[src/rtl/associative_table_pkg.sv]
// Shared opcode definitions for the associative table.
// LRU replacement is selected with `define ASSOCIATIVE_TABLE_LRU_EN; default is round-robin.
package associative_table_pkg;

    localparam int CTRL_W = 3;

    typedef enum logic [CTRL_W-1:0] {
        OP_NONE   = 3'd0,
        OP_SEARCH = 3'd1,
        OP_LOAD   = 3'd2,
        OP_INCR   = 3'd3,
        OP_DECR   = 3'd4,
        OP_DELETE = 3'd5,
        OP_CLEAR  = 3'd6,
        OP_RSVD   = 3'd7
    } op_e;

    // Commands that make the addressed entry most recently used.
    function automatic logic op_touches(input op_e op, input logic hit);
        return (op == OP_LOAD) ||
               (hit && ((op == OP_SEARCH) || (op == OP_INCR) || (op == OP_DECR)));
    endfunction

endpackage

[src/rtl/associative_table_match.sv]
// Parallel key compare across all valid entries, plus hit-index and
// lowest-free-slot priority encoders.
module associative_table_match #(
    parameter int KEY_WIDTH = 2,
    parameter int DEPTH     = 4
) (
    input  logic [KEY_WIDTH-1:0]            i_key,
    input  logic [DEPTH-1:0][KEY_WIDTH-1:0] i_keys,
    input  logic [DEPTH-1:0]                i_valid_vec,
    output logic                            o_hit,
    output logic [$clog2(DEPTH)-1:0]        o_hit_idx,
    output logic                            o_free,
    output logic [$clog2(DEPTH)-1:0]        o_free_idx
);

    localparam int IDX_W = $clog2(DEPTH);

    logic [DEPTH-1:0] w_match;

    genvar gi;
    generate
        for (gi = 0; gi < DEPTH; gi++) begin : g_cmp
            assign w_match[gi] = i_valid_vec[gi] && (i_keys[gi] == i_key);
        end
    endgenerate

    assign o_hit  = |w_match;
    assign o_free = ~&i_valid_vec;

    // Descending scan so the lowest index wins; at most one entry can match.
    always_comb begin
        o_hit_idx  = '0;
        o_free_idx = '0;
        for (int i = DEPTH - 1; i >= 0; i--) begin
            if (w_match[i]) begin
                o_hit_idx = IDX_W'(i);
            end
            if (!i_valid_vec[i]) begin
                o_free_idx = IDX_W'(i);
            end
        end
    end

endmodule

[src/rtl/associative_table.sv]
// Small key/value CAM with SEARCH/LOAD/INCR/DECR/DELETE/CLEAR commands and
// registered results. `define ASSOCIATIVE_TABLE_LRU_EN for LRU victim choice.
module associative_table
    import associative_table_pkg::*;
#(
    parameter int KEY_WIDTH  = 2,
    parameter int DATA_WIDTH = 4,
    parameter int DEPTH      = 4
) (
    input  logic                         clk,
    input  logic                         rst,
    input  logic [CTRL_W-1:0]            ctrl,
    input  logic [KEY_WIDTH-1:0]         key,
    input  logic [DATA_WIDTH-1:0]        data_input,
    output logic [DATA_WIDTH-1:0]        data_output,
    output logic                         valid,
    output logic [$clog2(DEPTH+1)-1:0]   count,
    output logic                         full
);

    localparam int IDX_W = $clog2(DEPTH);
    localparam int CNT_W = $clog2(DEPTH + 1);

    logic [DEPTH-1:0]                 r_valid_vec;
    logic [DEPTH-1:0][KEY_WIDTH-1:0]  r_keys;
    logic [DATA_WIDTH-1:0]            r_data [DEPTH];
    logic [DATA_WIDTH-1:0]            r_dout;
    logic                             r_val;
    logic [CNT_W-1:0]                 r_count;
    logic                             r_full;

    op_e                              w_op;
    logic                             w_hit;
    logic [IDX_W-1:0]                 w_hit_idx;
    logic                             w_free;
    logic [IDX_W-1:0]                 w_free_idx;
    logic [IDX_W-1:0]                 w_victim;
    logic [DATA_WIDTH-1:0]            w_stored;
    logic                             w_wr_en;
    logic [IDX_W-1:0]                 w_wr_idx;
    logic [DATA_WIDTH-1:0]            w_wr_data;
    logic                             w_set_valid;
    logic                             w_del;
    logic                             w_clear;
    logic [DATA_WIDTH-1:0]            w_dout_next;
    logic                             w_val_next;
    logic [CNT_W-1:0]                 w_cnt_next;

    assign w_op = op_e'(ctrl);

    associative_table_match #(
        .KEY_WIDTH (KEY_WIDTH),
        .DEPTH     (DEPTH)
    ) u_match (
        .i_key       (key),
        .i_keys      (r_keys),
        .i_valid_vec (r_valid_vec),
        .o_hit       (w_hit),
        .o_hit_idx   (w_hit_idx),
        .o_free      (w_free),
        .o_free_idx  (w_free_idx)
    );

    assign w_stored = r_data[w_hit_idx];

    always_comb begin
        w_wr_en     = 1'b0;
        w_wr_idx    = w_hit_idx;
        w_wr_data   = data_input;
        w_set_valid = 1'b0;
        w_del       = 1'b0;
        w_clear     = 1'b0;
        w_dout_next = r_dout;
        w_val_next  = 1'b0;
        w_cnt_next  = r_count;
        case (w_op)
            OP_SEARCH: begin
                w_dout_next = w_hit ? w_stored : '0;
                w_val_next  = w_hit;
            end
            OP_LOAD: begin
                w_wr_en     = 1'b1;
                w_set_valid = 1'b1;
                w_dout_next = data_input;
                w_val_next  = 1'b1;
                if (w_hit) begin
                    w_wr_idx = w_hit_idx;
                end else if (w_free) begin
                    w_wr_idx   = w_free_idx;
                    w_cnt_next = r_count + CNT_W'(1);
                end else begin
                    w_wr_idx = w_victim;
                end
            end
            OP_INCR, OP_DECR: begin
                w_wr_data   = (w_op == OP_INCR) ? (w_stored + DATA_WIDTH'(1))
                                                : (w_stored - DATA_WIDTH'(1));
                w_wr_en     = w_hit;
                w_dout_next = w_hit ? w_wr_data : '0;
                w_val_next  = w_hit;
            end
            OP_DELETE: begin
                w_del       = w_hit;
                w_dout_next = w_hit ? w_stored : '0;
                w_val_next  = w_hit;
                if (w_hit) begin
                    w_cnt_next = r_count - CNT_W'(1);
                end
            end
            OP_CLEAR: begin
                w_clear     = 1'b1;
                w_dout_next = '0;
                w_cnt_next  = '0;
            end
            default: begin
            end
        endcase
    end

    always_ff @(posedge clk or posedge rst) begin
        if (rst) begin
            r_valid_vec <= '0;
            r_dout      <= '0;
            r_val       <= 1'b0;
            r_count     <= '0;
            r_full      <= 1'b0;
        end else begin
            if (w_clear) begin
                r_valid_vec <= '0;
            end else if (w_del) begin
                r_valid_vec[w_hit_idx] <= 1'b0;
            end else if (w_set_valid) begin
                r_valid_vec[w_wr_idx] <= 1'b1;
            end
            r_dout  <= w_dout_next;
            r_val   <= w_val_next;
            r_count <= w_cnt_next;
            r_full  <= (w_cnt_next == CNT_W'(DEPTH));
        end
    end

    // Key/data storage needs no reset: entries are qualified by r_valid_vec.
    always_ff @(posedge clk) begin
        if (w_wr_en) begin
            r_keys[w_wr_idx] <= key;
            r_data[w_wr_idx] <= w_wr_data;
        end
    end

`ifdef ASSOCIATIVE_TABLE_LRU_EN
    // Rank 0 is least recent, DEPTH-1 most recent; ranks stay a permutation.
    logic [IDX_W-1:0] r_rank [DEPTH];
    logic             w_touch;
    logic [IDX_W-1:0] w_touch_rank;

    assign w_touch      = op_touches(w_op, w_hit);
    assign w_touch_rank = r_rank[w_wr_idx];

    always_comb begin
        w_victim = '0;
        for (int i = 0; i < DEPTH; i++) begin
            if (r_rank[i] == '0) begin
                w_victim = IDX_W'(i);
            end
        end
    end

    always_ff @(posedge clk or posedge rst) begin
        if (rst) begin
            for (int i = 0; i < DEPTH; i++) begin
                r_rank[i] <= IDX_W'(i);
            end
        end else if (w_clear) begin
            for (int i = 0; i < DEPTH; i++) begin
                r_rank[i] <= IDX_W'(i);
            end
        end else if (w_touch) begin
            for (int i = 0; i < DEPTH; i++) begin
                if (w_wr_idx == IDX_W'(i)) begin
                    r_rank[i] <= IDX_W'(DEPTH - 1);
                end else if (r_rank[i] > w_touch_rank) begin
                    r_rank[i] <= r_rank[i] - IDX_W'(1);
                end
            end
        end
    end
`else
    logic [IDX_W-1:0] r_rr_ptr;
    logic             w_evict;

    assign w_evict  = (w_op == OP_LOAD) && !w_hit && !w_free;
    assign w_victim = r_rr_ptr;

    // DEPTH is a power of two, so the pointer wraps naturally.
    always_ff @(posedge clk or posedge rst) begin
        if (rst) begin
            r_rr_ptr <= '0;
        end else if (w_clear) begin
            r_rr_ptr <= '0;
        end else if (w_evict) begin
            r_rr_ptr <= r_rr_ptr + IDX_W'(1);
        end
    end
`endif

    assign data_output = r_dout;
    assign valid       = r_val;
    assign count       = r_count;
    assign full        = r_full;

endmodule

[config.mk]
export PLATFORM = sky130hd
export DESIGN_NAME = associative_table
export DESIGN_NICKNAME = d
export VERILOG_FILES = /design/src/rtl/associative_table_pkg.sv /design/src/rtl/associative_table_match.sv /design/src/rtl/associative_table.sv
export SDC_FILE = /design/constraint.sdc
export NUM_CORES = 1
export LEC_CHECK = 0
export CORE_AREA = 2 2 98 100
export CTS_CLUSTER_DIAMETER = 30
export DETAILED_ROUTE_END_ITERATION = 8
export DIE_AREA = 0 0 100 102
export SLEW_MARGIN = 30
export SYNTH_ARGS = -nofsm -noshare
export SYNTH_HDL_FRONTEND = slang
export SYNTH_SLANG_ARGS = --single-unit
[constraint.sdc]
create_clock -name clk -period 7.3 [get_ports clk]
set_clock_uncertainty 0.15 [all_clocks]
set_input_delay 1.825 -clock clk [delete_from_list [all_inputs] [get_ports clk]]
set_output_delay 1.825 -clock clk [all_outputs]
set_load 0.05 [all_outputs]
* Word-level counts from Yosys, hierarchy flattened *
Memory sizes are Yosys's and may differ from the RTL's.
Index checks and enable logic that the tools add are counted.

storage, ports and cells
  flip-flop bits (word level) = 23
  bits in writable memories = 16
  bits of input ports = 11
  output and inout port bits = 9
  logic and storage cells = 90
  memories kept = 1

memories
  name    words  bits a word  read ports  clocked after memory_dff  wr ports  RTL line                 RTL
  r_data  4      4            1           0                         1         associative_table.sv:26  logic [DATA_WIDTH-1:0] r_data [DEPTH];

cells by class
  add/subtract/negate cells = 5
  magnitude comparators = 4
  equality and inequality tests = 11
  multiplexer cells = 39
  bitwise logic cells = 3
  reductions and logical operators = 17

operator list
  kind                                                                    count
  2-bit 2-to-1 mux                                                        14
  4-bit 2-to-1 mux                                                        7
  4-bit one-hot mux with 4 select lines                                   1
  3-bit equality test (second input constant)                             4
  3-bit 2-to-1 mux                                                        3
  3-bit one-hot mux with 3 select lines                                   1
  8-bit bitwise mux                                                       1
  2-bit equality test                                                     4
  1-bit logical AND                                                       8
  4-bit OR reduction                                                      2
  1-bit 2-to-1 mux                                                        7
  3-bit by 2-bit equality test with 1-bit output (second input constant)  2
  2-bit by 3-bit < comparator with 1-bit output (second input constant)   2
  4-bit by 1-bit adder with 4-bit output (second input constant)          1
  4-bit bitwise AND                                                       1
  1-bit demux with 2-bit select                                           2
  2-bit demux with 2-bit select                                           1
  2-bit by 1-bit >= comparator with 1-bit output (second input constant)  2
  4-bit inverter                                                          1
  4-bit OR                                                                1
  1-bit one-hot mux with 2 select lines                                   2
  4-bit AND reduction                                                     1
  4-bit nonzero test                                                      1
  2-bit OR reduction                                                      2
  other kinds (8)                                                         8

* Longest topological paths before layout *
Gate-level depths: netlist of run 1.

  depth after elaboration = 16
  mapped depth = 14

* Cells and area by module *
Synthesis of run 1 repeated with hierarchy kept, for this count alone.

unflattened totals
  cells, all modules = 235
  area, all modules = 2472.4 µm²

by module, submodules not included
  module                   instances  cells an instance  area an instance (µm²)
  associative_table        1          211                2259.7
  associative_table_match  1          24                 212.7

* Worst setup path after synthesis of run 1 *
Ideal clock, no wire load.

  kind = input port to flip-flop
  start point = input port key[1]
  end point = memory r_data[0][2], data pin
  library setup time = 266 ps
  arrival time = 3872 ps
  required time = 6884 ps
  path slack = 3011 ps
  stages = 10
  cells stage by stage = buf_4 -> xnor2_1 -> nand3_1 -> a31oi_1 -> nor2_1 -> a21oi_1 -> inv_1 -> fa_1 -> xnor2_1 -> mux2_2

between the ends
  longest elaborated chain between the ends = 10

ends and longest elaborated chain
  what                                                                                                   RTL line                                          RTL
  start: declaration                                                                                     associative_table.sv:13                           input logic [KEY_WIDTH-1:0] key,
  2-bit equality test                                                                                    associative_table_match.sv:23                     assign w_match[gi] = i_valid_vec[gi] && (i_keys[gi] == i_key);
  1-bit logical AND                                                                                      associative_table_match.sv:23
  2-bit 2-to-1 mux (3 in a row)                                                                          associative_table_match.sv:35                     if (w_match[i]) begin
  2-bit 2-to-1 mux (*)                                                                                   associative_table_match.sv:35
  memory 4 x 4 bit (*)                                                                                   -
  4-bit by 1-bit subtractor with 4-bit output or 4-bit by 1-bit adder with 4-bit output (tied branches)  associative_table.sv:97, associative_table.sv:96
  4-bit 2-to-1 mux (*)                                                                                   associative_table.sv:96                           w_wr_data = (w_op == OP_INCR) ? (w_stored + DATA_WIDTH'(1))
  4-bit 2-to-1 mux (*)                                                                                   associative_table.sv:76                           case (w_op)
  net w_wr_data[2]                                                                                       associative_table.sv:41                           logic [DATA_WIDTH-1:0] w_wr_data;
  end: declaration                                                                                       associative_table.sv:26

The timed path passes the listed nets; every way through them passes the cells marked *.

* Worst setup path after layout of run 1 *
  start point = input port key[1]
  end point = register r_dout[2] (netlist: data_output[2])

between the ends
  longest elaborated chain between the ends = 11

ends and longest elaborated chain
  what                                                                                                   RTL line                                          RTL
  2-bit equality test                                                                                    associative_table_match.sv:23
  1-bit logical AND                                                                                      associative_table_match.sv:23
  2-bit 2-to-1 mux (4 in a row)                                                                          associative_table_match.sv:35
  memory 4 x 4 bit                                                                                       -
  4-bit by 1-bit subtractor with 4-bit output or 4-bit by 1-bit adder with 4-bit output (tied branches)  associative_table.sv:97, associative_table.sv:96
  4-bit 2-to-1 mux                                                                                       associative_table.sv:96
  4-bit 2-to-1 mux                                                                                       associative_table.sv:99                           w_dout_next = w_hit ? w_wr_data : '0;
  4-bit one-hot mux with 4 select lines (*)                                                              associative_table.sv:76
  end signal: assignment                                                                                 associative_table.sv:135                          r_dout <= w_dout_next;
  end: declaration                                                                                       associative_table.sv:27                           logic [DATA_WIDTH-1:0] r_dout;

Mark *: on every way between the ends. The rest lies on a longest branch, timed or not.
A chain may end at the register's enable or synchronous reset.

==> results of run 1 <==
-- area by class of cell --
class	count	share of cell area [%]
Timing Repair Buffer	20	7.60
Clock inverter	3	0.770
Inverter	9	1.30
Tap cell	111	5.34
Multi-Input combinational cell	165	40.2
Sequential cell	39	42.1
Clock buffer	5	2.65
-- registers in the layout, summed over array words and instances, names as in the netlist --
name	count
count	3
data_output	4
full	1
r_data	16
r_keys	8
r_rr_ptr	2
r_valid_vec	4
valid	1
-- power by group --
group / switching [mW] / total, mW / internal, mW
Sequential: 0.0196 / 0.278 / 0.258
Clock: 0.0824 / 0.149 / 0.0666
Combinational: 0.127 / 0.203 / 0.0759
-- worst reg2reg max path: cells and delay by family, from the launching register on --
family | cells | cell delay (ns)
DFF | 1 | 0.39
xor gates and xnor gates | 2 | 0.54
and+or+nand+nor | 3 | 0.47
AOI/OAI and AO/OA | 5 | 1.13
buffers and inverters | 1 | 0.10
adders and majority gates | 1 | 0.41
-- stage by stage --
| step | utilization, % | worst slack, ns | power (mW) | std cells | hold slack [ns] |
|---|---|---|---|---|---|
| 3_5_place_dp | 27.5 | 1.91 | 0.486 | 344 | 0.372 |
| 4_1_cts | 28.5 | 2.21 | 0.634 | 352 | 0.378 |
| 3_3_place_gp | 27.5 | 1.97 | 0.485 | 344 | 0.369 |
| 6_report | 28.6 | 2.21 | 0.630 | 352 | 0.374 |
| 5_1_grt | 28.6 | 1.87 | 0.664 | 352 | 0.415 |
| 2_1_floorplan | - | 3.01 | 0.423 | 225 | 0.325 |
-- cells in the mapped netlist (3+ instances only) --
master / instances
nor3_1: 4
and3_1: 6
nand2_1: 20
clkbuf_1: 7
nand4b_1: 3
o21ai_0: 18
edfxtp_1: 24
a21oi_1: 23
o311ai_0: 4
nand2b_1: 7
o221ai_1: 3
ha_1: 4
dfrtp_1: 15
nor2b_1: 3
nand3_1: 4
nor2_1: 16
inv_1: 8
nor3b_1: 3
xnor2_1: 11
o31ai_1: 3
-- logic make-up (layout without fill, tap and decap cells) --
group / count (synthesis) / in the layout / synth area share (%)
AOI/OAI and AO/OA: 72 / 72 / 20.3
xor gates and xnor gates: 11 / 11 / 4.31
muxes: 4 / 4 / 1.90
buffers and inverters: 21 / 37 / 4.31
and+or+nand+nor: 73 / 73 / 17.0
DFF: 39 / 39 / 49.1
adders and majority gates: 5 / 5 / 3.14
-- worst max path at each step --
stage | cells after the start | end | slack [ns] | start
finish | 13 | data_output[2] | 2.21 | key[1]
global placement | 13 | data_output[2] | 1.97 | key[1]
CTS | 13 | data_output[2] | 2.21 | key[1]
detailed placement | 13 | data_output[2] | 1.91 | key[1]
floorplan | 10 | r_data[0][2] | 3.01 | key[1]
global route | 13 | data_output[2] | 1.87 | key[0]
-- layer usage --
metal / track usage [%] / routed length, um / up-vias
met2: 17.4 / 2480 / 45
met4: 3.58 / 86 / 0
met1: 14.6 / 2300 / 848
met3: 2.74 / 330 / 10
li1: - / - / 869
met5: 0 / 0 / -
-- cell usage in the layout, fill, tap and decap left out, drive strengths merged, types with 2 or more instances in the layout --
cell type / count
edfxtp: 24
a21oi: 23
nand2: 20
clkdlybuf4s50: 19
o21ai: 19
nor2: 16
dfrtp: 15
xnor2: 11
inv: 8
nand2b: 7
and3: 6
clkbuf: 5
nand3: 4
o311ai: 4
ha: 4
nor3: 4
nor2b: 3
o31ai: 3
o221ai: 3
nand4b: 3
nor3b: 3
clkinv: 3
a21boi: 2
a31oi: 2
or4: 2
nor4: 2
a22oi: 2
a32oi: 2
o31a: 2
o211ai: 2
mux2: 2
mux2i: 2
==> results_dict.tcl, run 1 <==
set metrics [dict create \
    outcome "complete, no violations" \
    gp_congestion 0.806 \
    yosysSeqAreaShare_pct 49.1 \
    die_x_um 100 \
    place_hpwl_mm 3.79 \
    core_mm2 0.00911 \
    synth_nets 241 \
    tightestPinTransition_ns 0.777 \
    critPathKind "input pin to register" \
    grt_max_degree 25 \
    holdPathEnd "r_rr_ptr[0]" \
    hold_depth 1 \
    post_route_cells_drive_above_1_share_pct 5.39 \
    grtUsageTotal_pct 10.9 \
    rr_startpoint "r_keys[5]" \
    cp_cell_sequence "clkdlybuf4s50_1 > xnor2_1 > nand3_1 > a31oi_1 > nor2_1 > a21oi_1 > inv_1 > fa_1 > xnor2_1 > a21boi_0 > nor2_1 > o21ai_0 > a21oi_1" \
    critPathMaxStageDelay_ns 0.59 \
    initial_core_util_pct 24.5 \
    synth_edf_count 24 \
    drtAntennaViolNets 0 \
    drtIter0Drc 177 \
    grt_antenna_before_repair 0 \
    finalSetupTns_ns 0 \
    vias_per_cell 5.03 \
    finalMaxSlewViolations 0 \
    final-hold-violation-count 0 \
    ctsResizeCount 0 \
    startpoint_type "input pin" \
    htree_num_levels 2 \
    wl_per_cell_um 14.8 \
    register_area_mm2 0.00110 \
    drt-pass1-iter-count 4 \
    async_flop_share_pct 38.5 \
    min_from "r_rr_ptr[0]" \
    worstPathArrival_ns 5.16 \
    r2r_end "data_output[2]" \
    clkTransAtPathRegs_ns 0.08 \
    synth-main-ff-cell "edfxtp_1" \
    clock_path_buffers 2 \
    ys_ff_latch 39 \
    die_height_um 102 \
    layout_min_cycle_time_ns 5.09 \
    vdd.ir_drop.worst_mv 0.0859 \
    post_dp_cell_area_mm2 0.00251 \
    crit_family "compound AO/OA/AOI/OAI gates" \
    yosysTopAreaCell "edfxtp_1" \
    rsz0062_at_grt "false" \
    layout.nets 256 \
    diodes 0 \
    path_buf_inv 2 \
    drt_wl_total_mm 5.20 \
    root_buffer "clkbuf_8" \
    ys_warn_count 0 \
    cts_made_buffers 5 \
    setup_viol 0 \
    end_kind "register" \
    p_leak_nw 0.924 \
    hp-class "register to register" \
    synth_top_area_share_pct 32.3 \
    yosys.cell_types.count 47 \
    numClockSinks 39 \
    multi_input_area_mm2 0.00105 \
    crit_slowest_cell "clkdlybuf4s50_1" \
    cts_hold_buffers 0 \
    drv_cap 0 \
    rrSetupSlack_ns 4.03 \
    post_cts_buffers 0 \
    max_clock_freq_mhz 197 \
    final_area_mm2 0.00260 \
    finalCritPeriodShare_pct 69.7 \
    grt_pass1_vias 1661 \
    grt_pass1_wl_mm 8.62 \
    cp.required_ns 7.38 \
    dieArea_mm2 0.0102 \
    ios 20 \
    fillCellCount 953 \
    syn_area_per_cell_um2 9.93 \
    cts_tree "yes" \
    maxSlewHeadroom_pct 48.1 \
    netlist_instances 225 \
    row_count 35 \
    area_delta_synth_final_pct 16.5 \
    synth_area_mm2 0.00223 \
    io_buffer_count 19 \
    rr_worst_depth 12 \
    synth.area.top_cells "edfxtp_1 (32%), dfrtp_1 (17%), a21oi_1 (5.2%)" \
    num_vias 1772 \
    crit_fanout 8 \
    drc 0 \
    grt-ovfl-total 0 \
    cellPowerDensity_mw_per_mm2 242 \
    clock_latency_ns 0.30 \
]
Note: power is estimated with default switching activity, not from simulation.
==> inputs of run 2 (changes only) <==
==> constraint.sdc (replaced) <==
create_clock -name clk -period 5.3 [get_ports clk]
set_clock_uncertainty 0.15 [all_clocks]
set_input_delay 1.325 -clock clk [delete_from_list [all_inputs] [get_ports clk]]
set_output_delay 1.325 -clock clk [all_outputs]
set_load 0.05 [all_outputs]
==> results_dict.tcl, run 2 (synthesized netlist as in run 1, its figures left out) <==
set metrics [dict create \
    outcome "complete, no violations" \
    cts_tree "yes" \
    cellPowerDensity_mw_per_mm2 360 \
    die_height_um 102 \
    rrSetupSlack_ns 2.08 \
    cp.required_ns 5.18 \
    grtUsageTotal_pct 11.4 \
    switching_power_mw 0.315 \
    maxSlewHeadroom_pct 55.9 \
    p_leak_nw 0.969 \
    io_buffer_count 19 \
    ctsResizeCount 0 \
    drt_wl_total_mm 5.53 \
    finalMaxSlewViolations 0 \
    crit_slowest_cell "clkdlybuf4s50_1" \
    hp-class "register to register" \
    numClockSinks 39 \
    rsz0062_at_grt "false" \
    post_route_cells_drive_above_1_share_pct 7.32 \
    largest_reg_flops 16 \
    drv_cap 0 \
    vias_per_cell 5.20 \
    die_x_um 100 \
    clock_latency_ns 0.29 \
    core_mm2 0.00911 \
    final-hold-violation-count 0 \
    tightestPinTransition_ns 0.660 \
    finalCritPeriodShare_pct 85.1 \
    layout_commonest_cell "edfxtp_1" \
    drc 0 \
    startpoint_type "input pin" \
    post_cts_buffers 0 \
    swShare_pct 32.6 \
    grt_pass1_vias 1818 \
    num_vias 1856 \
    crit_family "compound AO/OA/AOI/OAI gates" \
    drt-pass1-iter-count 4 \
    clock_path_buffers 2 \
    row_count 35 \
    worstPathArrival_ns 4.39 \
    clkTransAtPathRegs_ns 0.08 \
    layout.nets 261 \
    fin_cells 357 \
    cts_made_buffers 5 \
    gp_congestion 0.928 \
    setup_viol 0 \
    placed_cells 349 \
    root_buffer "clkbuf_8" \
    grt_pass1_wl_mm 8.95 \
    htree_num_levels 2 \
    dieArea_mm2 0.0102 \
    top_regs "r_data (16), r_keys (8)" \
    diodes 0 \
    drtAntennaViolNets 0 \
    finalSetupTns_ns 0 \
    grt-ovfl-total 0 \
    grt_max_degree 25 \
    drtIter0Drc 126 \
    path_buf_inv 1 \
    power_frac_comb_pct 29.7 \
    vdd.ir_drop.worst_mv 0.101 \
    largest_register "r_data" \
    end_kind "register" \
    grt_antenna_before_repair 0 \
    layout_min_cycle_time_ns 4.51 \
    initial_core_util_pct 24.5 \
    clkPwrFrac_pct 30.8 \
    intPower_mw 0.651 \
    max_clock_freq_mhz 222 \
    layout_common_cells "edfxtp_1 (24), a21oi_1 (23), nand2_1 (20)" \
    critPathKind "input pin to register" \
    place_hpwl_mm 4.00 \
    cp_cell_sequence "clkdlybuf4s50_1 > xnor2_1 > nand3_1 > a31oi_1 > nor2_1 > a21oi_1 > ha_1 > a21oi_1 > o21ai_0 > xnor2_1 > mux2_2" \
    crit_fanout 8 \
    area_delta_synth_final_pct 20.1 \
    ios 20 \
    cts_hold_buffers 0 \
    wl_per_cell_um 15.5 \
    seq_power_share_pct 39.5 \
    critPathMaxStageDelay_ns 0.58 \
]
## run 2: cell count changes in the layout (fill, tap and decap cells not counted)
cell / delta
clkinv_4: -1
nor3_1: +1
buf_4: +5
nor3_2: -1
clkinv_1: -1
bufinv_16: +2
## run 2: area by class of cell
cell class | count | area (um2)
multi-input cells | 165 | 1040
clock inverters | 3 | 67.6
repair buffers | 25 | 235
inverters | 9 | 33.8
flip-flops and latches | 39 | 1100
fillers | 933 | 6430
well taps | 111 | 139
clock buffers | 5 | 68.8
## run 2: power by group through the flow
stage	Sequential, mW	Combinational, mW	Clock [mW]
floorplan	0.445	0.138	0
global placement	0.388	0.280	0
detailed placement	0.389	0.287	0
CTS	0.382	0.288	0.307
global route	0.388	0.314	0.316
finish	0.382	0.287	0.298
## run 2: worst reg2reg max path, cell delays in order (launching register included)
cell	delay (ns)
edfxtp_1	0.41
xnor2_1	0.31
nand3_1	0.26
a31oi_1	0.40
nor2_1	0.08
a21oi_1	0.26
ha_1	0.33
a21oi_1	0.13
o21ai_0	0.13
xnor2_1	0.18
mux2_2	0.32
## run 2: path summary, 6_finish.rpt
kind	from	end	cells after the start
min in group asynchronous	rst	r_rr_ptr[1]	2
worst min-delay path	r_rr_ptr[0]	r_rr_ptr[0]	1
worst max-delay path	key[1]	r_data[2][3]	11
worst min register to register	r_rr_ptr[0]	r_rr_ptr[0]	1
worst max register to register	r_keys[4]	r_data[2][3]	10
max in group asynchronous	rst	valid	2
## run 2: per-stage QoR
stage	total power, mW	setup WS [ns]	utilization (%)	area, um2	hold slack [ns]
floorplan	0.583	1.51	-	2230	0.325
global placement	0.668	0.606	27.9	2540	0.364
detailed placement	0.676	0.537	27.9	2540	0.366
CTS	0.977	0.847	29.4	2680	0.377
global route	1.02	0.454	29.4	2680	0.415
finish	0.966	0.791	29.4	2680	0.381
## run 2: routing by layer
metal / routed length (um) / GRT usage (%) / vias up / share of wire [%]
met5: 0 / 0 / - / 0
met4: 121 / 6.95 / 0 / 2.2
met3: 335 / 2.80 / 13 / 6.1
met2: 2770 / 18.5 / 67 / 50
met1: 2300 / 13.7 / 890 / 42
li1: - / - / 886 / -
